File: src/rtl/wb_master.sv
// Single-outstanding Wishbone pipelined master with retry handling and a request/response front end.
// Optional per-attempt bus timeout is built when WB_MASTER_TIMEOUT_EN is defined.
module wb_master #(
  parameter int RETRY_LIMIT    = 3,
  parameter int TIMEOUT_CYCLES = 255
) (
  input  logic        clk_bus,
  input  logic        rst_bus_n,
  input  logic        req_valid,
  output logic        req_ready,
  input  logic [31:0] req_adr,
  input  logic [31:0] req_dat,
  input  logic [3:0]  req_sel,
  input  logic        req_we,
  output logic        rsp_valid,
  input  logic        rsp_ready,
  output logic [31:0] rsp_dat,
  output logic        rsp_err,
  output logic        rsp_timeout,
  output logic        wb_cyc_o,
  output logic        wb_stb_o,
  output logic        wb_we_o,
  output logic [31:0] wb_adr_o,
  output logic [31:0] wb_dat_o,
  output logic [3:0]  wb_sel_o,
  input  logic [31:0] wb_dat_i,
  input  logic        wb_ack_i,
  input  logic        wb_err_i,
  input  logic        wb_rty_i,
  input  logic        wb_stall_i
);

  localparam logic [2:0] ST_IDLE = 3'd0;
  localparam logic [2:0] ST_REQ  = 3'd1;
  localparam logic [2:0] ST_WAIT = 3'd2;
  localparam logic [2:0] ST_GAP  = 3'd3;
  localparam logic [2:0] ST_RESP = 3'd4;
  localparam int RW = (RETRY_LIMIT < 1) ? 1 : $clog2(RETRY_LIMIT + 1);

  logic [2:0]    state_r, state_s;
  logic          cyc_r, cyc_s, stb_r, stb_s, we_r, we_s;
  logic [31:0]   adr_r, adr_s, dat_r, dat_s;
  logic [3:0]    sel_r, sel_s;
  logic [RW-1:0] retry_r, retry_s;
  logic          req_ready_r, req_ready_s;
  logic          rsp_valid_r, rsp_valid_s, rsp_err_r, rsp_err_s, rsp_to_r, rsp_to_s;
  logic [31:0]   rsp_dat_r, rsp_dat_s;
  logic          in_bus_s;
  logic          to_hit_s;

  assign in_bus_s = (state_r == ST_REQ) || (state_r == ST_WAIT);

`ifdef WB_MASTER_TIMEOUT_EN
  localparam int TW = $clog2(TIMEOUT_CYCLES + 1);
  logic [TW-1:0] to_cnt_r;

  // Per-attempt cycle counter; cleared whenever no bus cycle is in flight, so each retry restarts it.
  always_ff @(posedge clk_bus or negedge rst_bus_n) begin
    if (!rst_bus_n) begin
      to_cnt_r <= '0;
    end else if (in_bus_s) begin
      to_cnt_r <= to_cnt_r + TW'(1'b1);
    end else begin
      to_cnt_r <= '0;
    end
  end

  assign to_hit_s = in_bus_s && (to_cnt_r == TW'(TIMEOUT_CYCLES - 1));
`else
  // Timeout disabled: the parameter has no effect and this folds to zero.
  assign to_hit_s = 1'b0 & (TIMEOUT_CYCLES > 0);
`endif

  // Next-state and next-output computation; every output is registered below.
  always_comb begin
    state_s     = state_r;
    cyc_s       = cyc_r;
    stb_s       = stb_r;
    we_s        = we_r;
    adr_s       = adr_r;
    dat_s       = dat_r;
    sel_s       = sel_r;
    retry_s     = retry_r;
    req_ready_s = req_ready_r;
    rsp_valid_s = rsp_valid_r;
    rsp_err_s   = rsp_err_r;
    rsp_to_s    = rsp_to_r;
    rsp_dat_s   = rsp_dat_r;
    case (state_r)
      ST_IDLE: begin
        if (req_valid && req_ready_r) begin
          adr_s       = req_adr;
          dat_s       = req_dat;
          sel_s       = req_sel;
          we_s        = req_we;
          retry_s     = '0;
          cyc_s       = 1'b1;
          stb_s       = 1'b1;
          req_ready_s = 1'b0;
          state_s     = ST_REQ;
        end else begin
          req_ready_s = 1'b1;
        end
      end
      ST_REQ, ST_WAIT: begin
        // Terminations are honoured even in the cycle stb is accepted; err outranks ack outranks rty.
        if (wb_err_i || wb_ack_i || to_hit_s || (wb_rty_i && int'(retry_r) >= RETRY_LIMIT)) begin
          state_s     = ST_RESP;
          cyc_s       = 1'b0;
          stb_s       = 1'b0;
          rsp_valid_s = 1'b1;
          rsp_err_s   = wb_err_i || !wb_ack_i;
          rsp_to_s    = to_hit_s && !wb_err_i && !wb_ack_i && !wb_rty_i;
          rsp_dat_s   = (wb_ack_i && !wb_err_i && !we_r) ? wb_dat_i : 32'h0000_0000;
        end else if (wb_rty_i) begin
          retry_s = retry_r + RW'(1'b1);
          cyc_s   = 1'b0;
          stb_s   = 1'b0;
          state_s = ST_GAP;
        end else if ((state_r == ST_REQ) && !wb_stall_i) begin
          stb_s   = 1'b0;
          state_s = ST_WAIT;
        end else begin
          state_s = state_r;
        end
      end
      ST_GAP: begin
        cyc_s   = 1'b1;
        stb_s   = 1'b1;
        state_s = ST_REQ;
      end
      ST_RESP: begin
        if (rsp_ready) begin
          rsp_valid_s = 1'b0;
          rsp_err_s   = 1'b0;
          rsp_to_s    = 1'b0;
          rsp_dat_s   = 32'h0000_0000;
          req_ready_s = 1'b1;
          state_s     = ST_IDLE;
        end else begin
          state_s = ST_RESP;
        end
      end
      default: begin
        state_s     = ST_IDLE;
        cyc_s       = 1'b0;
        stb_s       = 1'b0;
        retry_s     = '0;
        req_ready_s = 1'b1;
        rsp_valid_s = 1'b0;
        rsp_err_s   = 1'b0;
        rsp_to_s    = 1'b0;
        rsp_dat_s   = 32'h0000_0000;
      end
    endcase
  end

  // State and output registers; reset clears the bus cycle immediately and drops any pending response.
  always_ff @(posedge clk_bus or negedge rst_bus_n) begin
    if (!rst_bus_n) begin
      state_r     <= ST_IDLE;
      cyc_r       <= 1'b0;
      stb_r       <= 1'b0;
      we_r        <= 1'b0;
      adr_r       <= 32'h0000_0000;
      dat_r       <= 32'h0000_0000;
      sel_r       <= 4'h0;
      retry_r     <= '0;
      req_ready_r <= 1'b1;
      rsp_valid_r <= 1'b0;
      rsp_err_r   <= 1'b0;
      rsp_to_r    <= 1'b0;
      rsp_dat_r   <= 32'h0000_0000;
    end else begin
      state_r     <= state_s;
      cyc_r       <= cyc_s;
      stb_r       <= stb_s;
      we_r        <= we_s;
      adr_r       <= adr_s;
      dat_r       <= dat_s;
      sel_r       <= sel_s;
      retry_r     <= retry_s;
      req_ready_r <= req_ready_s;
      rsp_valid_r <= rsp_valid_s;
      rsp_err_r   <= rsp_err_s;
      rsp_to_r    <= rsp_to_s;
      rsp_dat_r   <= rsp_dat_s;
    end
  end

  assign req_ready   = req_ready_r;
  assign rsp_valid   = rsp_valid_r;
  assign rsp_err     = rsp_err_r;
  assign rsp_timeout = rsp_to_r;
  assign rsp_dat     = rsp_dat_r;
  assign wb_cyc_o    = cyc_r;
  assign wb_stb_o    = stb_r;
  assign wb_we_o     = we_r;
  assign wb_adr_o    = adr_r;
  assign wb_dat_o    = dat_r;
  assign wb_sel_o    = sel_r;

endmodule
File: config.mk
export PLATFORM = sky130hd
export DESIGN_NAME = wb_master
export DESIGN_NICKNAME = d
export VERILOG_FILES = /design/src/rtl/wb_master.sv
export SDC_FILE = /design/constraint.sdc
export NUM_CORES = 1
export LEC_CHECK = 0
export ABC_AREA = 1
export BUFFER_PORTS_ARGS = -buffer_cell sky130_fd_sc_hd__buf_2
export CAP_MARGIN = 20
export CORE_AREA = 2 2 97 99
export CTS_BUF_LIST = sky130_fd_sc_hd__clkbuf_2 sky130_fd_sc_hd__clkbuf_4 sky130_fd_sc_hd__clkbuf_8
export CTS_CLUSTER_SIZE = 12
export DETAILED_ROUTE_END_ITERATION = 12
export DIE_AREA = 0 0 99 101
export GPL_ROUTABILITY_DRIVEN = 0
export PLACE_DENSITY = 0.82
export SETUP_SLACK_MARGIN = 0.2
export SLEW_MARGIN = 30
export SYNTH_ARGS = -nofsm -noshare
export SYNTH_HDL_FRONTEND = slang
export SYNTH_SLANG_ARGS = --single-unit
File: constraint.sdc
create_clock -name clk_bus -period 2.4 [get_ports clk_bus]
set_input_delay 0 -clock clk_bus [delete_from_list [all_inputs] [get_ports clk_bus]]
set_output_delay 0 -clock clk_bus [all_outputs]
set_load 0.03 [all_outputs]
==> impl_metrics.csv, run 1 <==
group,metric,value,unit
yosys,synth_area_leaders,"dfrtp_1, nand2_1, buf_6, inv_1, nor2_1",
power,leakagePower,4.04,nW
yosys,syn_nets,629,
final_layout,nets,942,
yosys,yosysTopAreaCellShare,61.8,%
worst_setup_path,cp_max_fo,34,
clocking,cts_setup_buffers,0,
yosys,synthAdderAreaFrac,0.281,%
clocking,clk_latency,0.37,ns
worst_setup_path,max_stage_delay,0.40,ns
grt,antenna_found_initial,0,
power,internal-power,4.25,mW
yosys,syn_inst,519,
sta,fin_crit,1.73,ns
worst_setup_path,cp_cell_sequence,"ha_1 > inv_1 > o21ai_0 > inv_1 > nand2_1 > nand2_4 > nand2_1 > nand2_1",
grt,grt_pass1_wl,23700,µm
worst_setup_path,crit_type,"reg -> reg",
grt,grt_pass1_vias,5022,
clocking,cts_inserted_buffers,9,
worst_setup_path,arrival,1.97,ns
yosys,ys_seq_area_share,62.4,%
yosys,synth_top_area_cell,"dfrtp_1",
worst_setup_path,start_kind,"flop",
power,p_seq_share,36.6,%
grt,grtUsageMet3,8.04,%
route,dr.pass1.iters,5,
final_layout,finish.utilization,75.9,%
clocking,cts_tree,"built",
final_layout,diodes,0,
sta,max_freq,579,MHz
route,wire_per_inst,15.7,µm
route,drt_iter0_drc,188,
sta,fin_worst_skew,0.0126,ns
sta,hold_viol,0,
worst_setup_path,required,2.65,ns
yosys,synth_top_family_by_area,"simple AND/OR/NAND/NOR gates",
worst_setup_path,cp-end-kind,"flop",
sta,setup_tns,0,ns
floorplanning,row_count,35,
final_layout,syn_to_final_growth,52.9,%
job,drv_cap,0,
clocking,cts_buffer_depth,2,
grt,top_usage_layer,"met2",
placement,port_buffers,214,
sta,rsz0062_at_grt,"no",
placement,dp_hpwl,8320,µm
route,drc,0,
clocking,htreeDepth,3,
power,clkPwrFrac,13.8,%
sta,setup_viol,0,
route,ant_nets,0,
grt,track_usage,30.1,%
sta,slew_violations,0,
floorplanning,pin_count,216,
worst_setup_path,cpMostUsedCell,"nand2_1",
yosys,ys_ff_latch,111,
grt,grtUsageMet2,53.4,%
min_path,hold_path_class,"in -> reg",
power,sw_frac_of_total,49.1,%
sta,relSlewSlack,52.5,%
yosys,muxShareOfSynthArea,0,%
floorplanning,coreArea,0.00898,mm²
yosys,yosys.area_share.simple,32.2,%
power,ir_drop,795,µV
floorplanning,die_h,101,µm
final_layout,drive_gt1_share,30.0,%
yosys,synth_compound_area_share,0.674,%
power,p_per_area,1230,mW/mm²
grt,grt_overflow,0,
yosys,synth_xor_area_share,0,%
yosys,avgSynthCellArea,8.59,µm²
power,share_comb_of_total_power,49.6,%
final_layout,fin_cells,948,
route,wl,14900,µm
route,vias_per_cell,4.96,
worst_setup_path,path_delay_family,"simple AND/OR/NAND/NOR gates",
floorplanning,die_area,0.0100,mm²
sta,worst_pin_slew,0.711,ns
status,status,"completed",
yosys,ys_warn_count,0,
clocking,root_buffer,"clkbuf_8",
sta,period_share,72.0,%
grt,grt_max_degree,52,
worst_setup_path,slowest_stage,"dfrtp_1",
power,netSwitchingPower,4.10,mW
worst_setup_path,crit_buf_inv,2,
clocking,clk_pin_slew_worst_paths,0.10,ns
floorplanning,chipWidth,99,µm
route,vias,4702,
clocking,cts.sinks,111,
placement,place_inst,829,
yosys,synth_cell_types,22,
grt,grtUsageMet1,34.7,%
floorplanning,initial_core_util,49.6,%
yosys,syn-cell-area,0.00446,mm²
[synthesized netlist by cell type]
master,count
nor2_2,2
nand2_4,1
buf_6,6
nand2_2,6
buf_4,3
nor2_4,2
clkbuf_1,4
nor2_1,11
a21oi_1,2
nand3b_1,1
dfstp_2,1
inv_2,2
nor3_1,1
ha_1,1
nand2_1,332
buf_2,8
nand3_2,1
nand3_1,8
o21ai_0,4
dfrtp_1,110
inv_1,12
conb_1,1
[per-stage QoR]
stage	hold WS [ns]	instance area [µm²]	setup WS, ns	total power, mW
final	0.0514	6820	0.673	8.35
after global routing	0.102	6820	0.481	8.85
after CTS	0.0353	6820	0.715	8.22
after detailed placement	0.0112	5580	0.754	6.94
after global placement	0.00198	5580	0.884	6.81
after floorplan	-0.296	4460	0.967	5.80
[repair_timing]
item / 4_1_cts / 5_1_grt
endpoints found under the hold margin: 140 / 0
resized for setup: 0 / 0
hold buffers: 103 / 0
[routing by layer]
metal	share of wire, %	wire [µm]	vias to the layer above
li1	-	-	2179
met1	37	5480	2189
met2	50	7490	289
met3	9.8	1460	45
met4	3.1	459	0
met5	0	0	-
[placed cells by master, fill, tap and decap left out]
cell type	instances
a21oi_1	2
buf_12	1
buf_2	213
buf_4	6
bufinv_16	1
clkbuf_8	9
clkinv_2	1
clkinv_4	2
conb_1	1
dfrtp_1	110
dfstp_2	1
dlygate4sd3_1	103
ha_1	1
inv_1	12
inv_2	2
inv_6	3
nand2_1	332
nand2_2	6
nand2_4	1
nand3_1	8
nand3_2	1
nand3b_1	1
nor2_1	11
nor2_2	2
nor2_4	2
nor3_1	1
o21ai_0	4
[final cells by class]
cell class | instances | area (µm²)
Clock buffer | 9 | 124
Clock inverter | 7 | 78.8
Fill cell | 554 | 2160
Inverter | 14 | 52.6
Multi-Input combinational cell | 373 | 1480
Sequential cell | 111 | 2780
Tap cell | 111 | 139
Timing Repair Buffer | 323 | 2160
[flip-flops by register name, indices dropped and copies added, names as in the netlist, 2 cells and up]
signal and cells:
rsp_dat 32, wb_adr_o 32, wb_dat_o 32, wb_sel_o 4
state_r 3, retry_r 2
[worst paths after layout]
kind	start	endpoint	slack (ns)	depth (start not counted)
worst max-delay path	retry_r[0]	rsp_dat[31]	0.67	8
worst min-delay path	wb_ack_i	wb_cyc_o	0.05	6
worst max register to register	retry_r[0]	rsp_dat[31]	0.67	8
worst min register to register	rsp_dat[13]	rsp_dat[13]	0.48	2
max in group asynchronous	rst_bus_n	wb_dat_o[8]	1.54	3
min in group asynchronous	rst_bus_n	rsp_dat[26]	0.14	2
[kinds of logic (layout without fill, tap and decap cells)]
kind of cell / count (synthesis) / in the layout
flip-flops: 111 / 111
adder cells (fa/ha/maj): 1 / 1
AO/OA/AOI/OAI: 6 / 6
other: 1 / 1
buffers and inverters: 35 / 353
AND/OR/NAND/NOR: 365 / 365
[worst min-delay path: stages]
cell	delay [ns]
buf_2	0.10
nor3_1	0.06
nand2_1	0.08
nand2_1	0.05
nand2_1	0.05
nand2_1	0.04
[power by group through the flow]
| stage | logic [mW] | clock network (mW) | registers [mW] |
|---|---|---|---|
| 6_report | 4.15 | 1.15 | 3.06 |
| 5_1_grt | 4.47 | 1.25 | 3.13 |
| 4_1_cts | 4.03 | 1.17 | 3.02 |
| 3_5_place_dp | 3.91 | 0 | 3.03 |
| 3_3_place_gp | 3.79 | 0 | 3.02 |
| 2_1_floorplan | 1.44 | 0 | 4.36 |
Note: power is estimated with default switching activity, not from simulation.
==> inputs of run 2 (changes only) <==
CORE_AREA = 2 2 100 102   (was 2 2 97 99)
DIE_AREA = 0 0 102 104   (was 0 0 99 101)
PLACE_DENSITY = 0.77   (was 0.82)
clock period = 1.6 ns   (was 2.4 ns; I/O delays follow)
==> run 2 against run 1 <==
Net effect: final cell count is 5.5% higher; clock power up 52%; combinational power increased by 92%; highest routed layer unchanged; clock skew grew 0.0030 ns.
==> impl_metrics.csv, run 2 (synthesized netlist as in run 1, its figures left out) <==
group,metric,value,unit
min_path,hold_path_class,"in -> reg",
route,wire_per_inst,17.0,µm
worst_setup_path,slowest_stage,"dfrtp_2",
worst_setup_path,cp-end-kind,"flop",
grt,track_usage,26.9,%
route,drc,0,
clocking,cts.sinks,111,
clocking,clk_pin_slew_worst_paths,0.11,ns
sta,whs,0.0724,ns
sta,fin_crit,1.46,ns
worst_setup_path,crit_buf_inv,1,
floorplanning,chipWidth,102,µm
final_layout,n_fill_cell,571,
sta,fin_worst_skew,0.0156,ns
final_layout,nets,972,
grt,antenna_found_initial,1,
route,wl,17000,µm
route,vias,4974,
sta,worst_pin_slew,0.590,ns
min_path,whs_endpoint,"wb_cyc_o",
clocking,root_buffer,"clkbuf_8",
route,dr.pass1.iters,5,
power,ir_drop,1360,µV
floorplanning,coreArea,0.00955,mm²
final_layout,ff_latch_area,0.00278,mm²
final_layout,finish.utilization,79.4,%
grt,grt_pass1_wl,22700,µm
worst_setup_path,path_delay_family,"simple AND/OR/NAND/NOR gates",
worst_setup_path,r2r_setup_slack,0.14,ns
clocking,clk_latency,0.37,ns
floorplanning,die_area,0.0106,mm²
sta,setup_tns,0,ns
placement,place_inst,853,
final_layout,final_common_cell,"nand2_1",
sta,relSlewSlack,60.7,%
worst_setup_path,cpMostUsedCell,"nor2_4",
worst_setup_path,required,1.92,ns
sta,rsz0062_at_grt,"yes",
grt,grt_pass1_vias,4811,
placement,placed_area,0.00565,mm²
route,ant_nets,0,
worst_setup_path,arrival,1.78,ns
job,drv_cap,0,
placement,dp_hpwl,8040,µm
worst_setup_path,r2r_cells,8,
worst_setup_path,cp_max_fo,8,
worst_setup_path,max_stage_delay,0.46,ns
sta,slew_violations,0,
floorplanning,die_h,104,µm
placement,dp_slack,0.0546,ns
final_layout,syn_to_final_growth,70.0,%
min_path,min_from,"wb_ack_i",
clocking,cts_buffer_depth,2,
worst_setup_path,crit_type,"reg -> reg",
clocking,cts_inserted_buffers,9,
sta,hold_viol,0,
floorplanning,pin_count,216,
worst_setup_path,r2r_end,"rsp_dat[31]",
floorplanning,initial_core_util,46.7,%
sta,setup_viol,0,
power,p_per_area,1890,mW/mm²
final_layout,fin_cells,1000,
worst_setup_path,cp_cell_sequence,"nor2_4 > nand2_2 > nor2_4 > nor2_4 > buf_12 > nand2_8 > nand2_1 > nand2_1",
clocking,htreeDepth,3,
final_layout,multi_input_area,0.00176,mm²
route,vias_per_cell,4.97,
min_path,whs_path_depth,6,
final_layout,final_cell_area,0.00758,mm²
worst_setup_path,start_kind,"flop",
sta,setup_ws,0.135,ns
floorplanning,row_count,36,
sta,max_freq,683,MHz
placement,port_buffers,214,
worst_setup_path,crit_path_start,"state_r[0]",
grt,grt_max_degree,112,
final_layout,drive_gt1_share,38.3,%
final_layout,final_cell_mix,"nand2_1, buf_2, dfrtp_1, dlygate4sd3_1, nand2_2",
power,leakagePower,4.34,nW
power,finalPower,14.3,mW
status,status,"completed",
route,drt_iter0_drc,255,
clocking,cts_tree,"built",
grt,grt_overflow,0,
worst_setup_path,rr_startpoint,"state_r[0]",
sta,period_share,91.5,%
run 2: cell types whose count changed in the layout (fill, tap and decap cells not counted), moves of 6 or more:
cell and delta:
nand2_1 -45, clkbuf_16 +7, nand2_2 +38, buf_12 +8, nand2_8 +6, nand2_4 +6
run 2: worst max-delay path by stage:
stage / endpoint / slack, ns / cells past startpoint
floorplan: wb_adr_o[10] / 0.19 / 7
global placement: rsp_dat[25] / 0.15 / 8
detailed placement: rsp_dat[21] / 0.05 / 8
CTS: wb_adr_o[0] / 0.19 / 6
global route: rsp_dat[31] / 0.05 / 8
finish: rsp_dat[31] / 0.14 / 8
run 2: report_power, final:
group          total, mW  switching [mW]  internal (mW)
logic               7.96            5.25           2.70
clock network       1.75           0.966          0.784
registers           4.61           0.713           3.90
total               14.3            6.93           7.39
run 2: what timing repair did:
action | 4_1_cts | 5_1_grt
hold buffers | 103 | 0
pin swaps | 4 | 29
endpoints found under the setup margin | 52 | 109
gates resized for setup | 12 | 73
endpoints found under the hold margin | 212 | 0
buffers inserted | 3 | 7
gates cloned | 1 | 17
run 2: final cells by class:
| type | count | share of cell area (%) |
|---|---|---|
| flip-flops and latches | 111 | 36.7 |
| well taps | 133 | 2.20 |
| repair buffers | 347 | 34.1 |
| inverters | 14 | 0.908 |
| diodes | 1 | 0.0330 |
| repair inverters | 1 | 0.116 |
| clock inverters | 4 | 0.710 |
| clock buffers | 11 | 1.92 |
| multi-input cells | 378 | 23.3 |
run 2: per-layer routing:
layer  vias up  GRT usage (%)  wire [µm]
met5         -              0          0
met4         0           11.9        616
met3        55           5.51       1620
met2       331           45.3       8460
met1      2332           33.1       6300
li1       2256              -          -
run 2: worst register-to-register path, stage by stage (launching register included):
cell and delay (ns):
dfrtp_2 0.46, nor2_4 0.22, nand2_2 0.11, nor2_4 0.14, nor2_4 0.05, buf_12 0.15, nand2_8 0.12, nand2_1 0.09
nand2_1 0.08
==> inputs of run 3 (changes only) <==
CORE_AREA = 2 2 97 99   (was 2 2 100 102)
DIE_AREA = 0 0 99 101   (was 0 0 102 104)
PLACE_DENSITY = 0.82   (was 0.77)
clock period = 1.9 ns   (was 1.6 ns; I/O delays follow)
==> run 3 against run 2 <==
Net effect: critical path depth is 1 lower; via count decreased by 4.7%; global-route usage is 3.3 points higher; flip-flop and latch count unchanged; cell area is 9.5% lower; first-iteration DRC count shrank 28%; utilization down 3.0 points; worst setup slack better by 0.23 ns; maximum frequency fell by 4.6%; die area is 5.7% lower; routed wire length decreased by 13%; largest power group unchanged.
==> impl_metrics.csv, run 3 (synthesized netlist as in run 1, its figures left out) <==
group,metric,value,unit
final_layout,ff_latch_area,0.00278,mm²
route,vias_per_cell,5.00,
final_layout,final_cell_mix,"nand2_1, buf_2, dfrtp_1, dlygate4sd3_1, inv_1",
power,ir_drop,1140,µV
final_layout,n_fill_cell,564,
route,vias,4741,
clocking,cts_buffer_depth,2,
job,drv_cap,0,
floorplanning,row_count,35,
route,wl,14800,µm
worst_setup_path,required,2.19,ns
floorplanning,chipWidth,99,µm
worst_setup_path,start_kind,"flop",
clocking,clk_pin_slew_worst_paths,0.11,ns
grt,grt_pass1_wl,23900,µm
grt,grtUsageMet1,35.2,%
worst_setup_path,crit_type,"reg -> reg",
min_path,hold_path_class,"in -> reg",
sta,slew_violations,0,
worst_setup_path,crit_buf_inv,3,
clocking,cts_inserted_buffers,9,
worst_setup_path,cp-end-kind,"flop",
final_layout,syn_to_final_growth,53.8,%
power,p_per_area,1550,mW/mm²
floorplanning,die_area,0.0100,mm²
floorplanning,initial_core_util,49.6,%
sta,worst_pin_slew,0.572,ns
worst_setup_path,arrival,1.82,ns
clocking,clk_latency,0.36,ns
grt,grtUsageMet2,54.7,%
grt,grtUsageMet3,7.35,%
grt,track_usage,30.2,%
placement,place_inst,830,
final_layout,nets,943,
final_layout,final_common_cell,"nand2_1",
worst_setup_path,max_stage_delay,0.56,ns
placement,dp_slack,0.322,ns
sta,period_share,80.8,%
worst_setup_path,slowest_stage,"dfstp_2",
sta,rsz0062_at_grt,"no",
clocking,cts_tree,"built",
sta,setup_ws,0.365,ns
grt,grt_overflow,0,
placement,port_buffers,214,
floorplanning,die_h,101,µm
power,leakagePower,4.05,nW
worst_setup_path,path_delay_family,"buffers and inverters",
clocking,htreeDepth,3,
grt,grt_max_degree,56,
grt,grt_pass1_vias,5071,
route,wire_per_inst,15.6,µm
clocking,cts.sinks,111,
final_layout,finish.utilization,76.4,%
sta,fin_worst_skew,0.0192,ns
status,status,"completed",
worst_setup_path,cp_max_fo,40,
final_layout,diodes,0,
sta,hold_viol,0,
worst_setup_path,cpMostUsedCell,"nand2_1",
floorplanning,pin_count,216,
route,ant_nets,0,
floorplanning,coreArea,0.00898,mm²
worst_setup_path,cp_cell_sequence,"nand2_1 > inv_1 > nand3_2 > inv_2 > buf_12 > nand2_1 > nand2_1",
sta,relSlewSlack,61.9,%
clocking,root_buffer,"clkbuf_8",
sta,fin_crit,1.53,ns
power,finalPower,10.6,mW
final_layout,fin_cells,949,
sta,max_freq,652,MHz
route,dr.pass1.iters,6,
grt,antenna_found_initial,0,
route,drc,0,
clocking,cts_setup_buffers,0,
sta,setup_viol,0,
final_layout,drive_gt1_share,30.1,%
sta,setup_tns,0,ns
grt,top_usage_layer,"met2",
route,drt_iter0_drc,184,
final_layout,multi_input_area,0.00149,mm²
placement,dp_hpwl,8290,µm
## run 3: changes by cell type in the layout (fill, tap and decap cells not counted), moves of 4 or more
| cell | delta |
|---|---|
| nand2_2 | -38 |
| buf_4 | -5 |
| nand2_4 | -7 |
| nand2_8 | -5 |
| clkbuf_16 | -7 |
| nand2_1 | +45 |
| buf_12 | -6 |
| buf_6 | -4 |
## run 3: path summary, 6_finish.rpt
check	start	endpoint	slack, ns	depth (start not counted)
min in group asynchronous	rst_bus_n	rsp_dat[23]	0.16	2
max in group asynchronous	rst_bus_n	wb_dat_o[15]	1.04	3
setup / recovery	req_ready	wb_dat_o[21]	0.37	7
setup reg to reg	req_ready	wb_dat_o[21]	0.37	7
hold / removal	wb_ack_i	wb_cyc_o	0.08	6
hold reg to reg	wb_adr_o[13]	wb_adr_o[13]	0.48	2
## run 3: layer usage
layer | part of all wire, % | vias to the layer above
met2 | 52 | 242
li1 | - | 2179
met4 | 2.2 | 0
met1 | 37 | 2283
met5 | 0 | -
met3 | 8.7 | 37
## run 3: per-stage QoR
stage                     hold WS [ns]  cell area (µm²)
after global placement          0.0147             5610
after global routing             0.101             6860
final                           0.0800             6860
after detailed placement        0.0291             5610
after floorplan                 -0.296             4460
after CTS                       0.0508             6850
## run 3: what timing repair did
item	4_1_cts	5_1_grt
setup endpoints to repair	0	34
gates resized for setup	0	2
hold buffers	103	0
hold endpoints to repair	141	0
## run 3: where the power goes
| part | switching, mW | internal [mW] |
|---|---|---|
| sequential | 0.583 | 3.28 |
| clock | 0.816 | 0.625 |
| combinational | 3.79 | 1.52 |
| total | 5.19 | 5.42 |
## run 3: tightest hold or removal path: stages
cell and delay, ns:
buf_2 0.10, nor3_1 0.07, nand2_1 0.09, nand2_1 0.05, nand2_1 0.06, nand2_1 0.04
## run 3: final cells by class
cell class | instances | area share [%]
flip-flops and latches | 111 | 40.5
repair buffers | 324 | 32.0
multi-input cells | 373 | 21.7
well taps | 111 | 2.03
clock buffers | 9 | 1.81
clock inverters | 7 | 1.13
inverters | 14 | 0.767
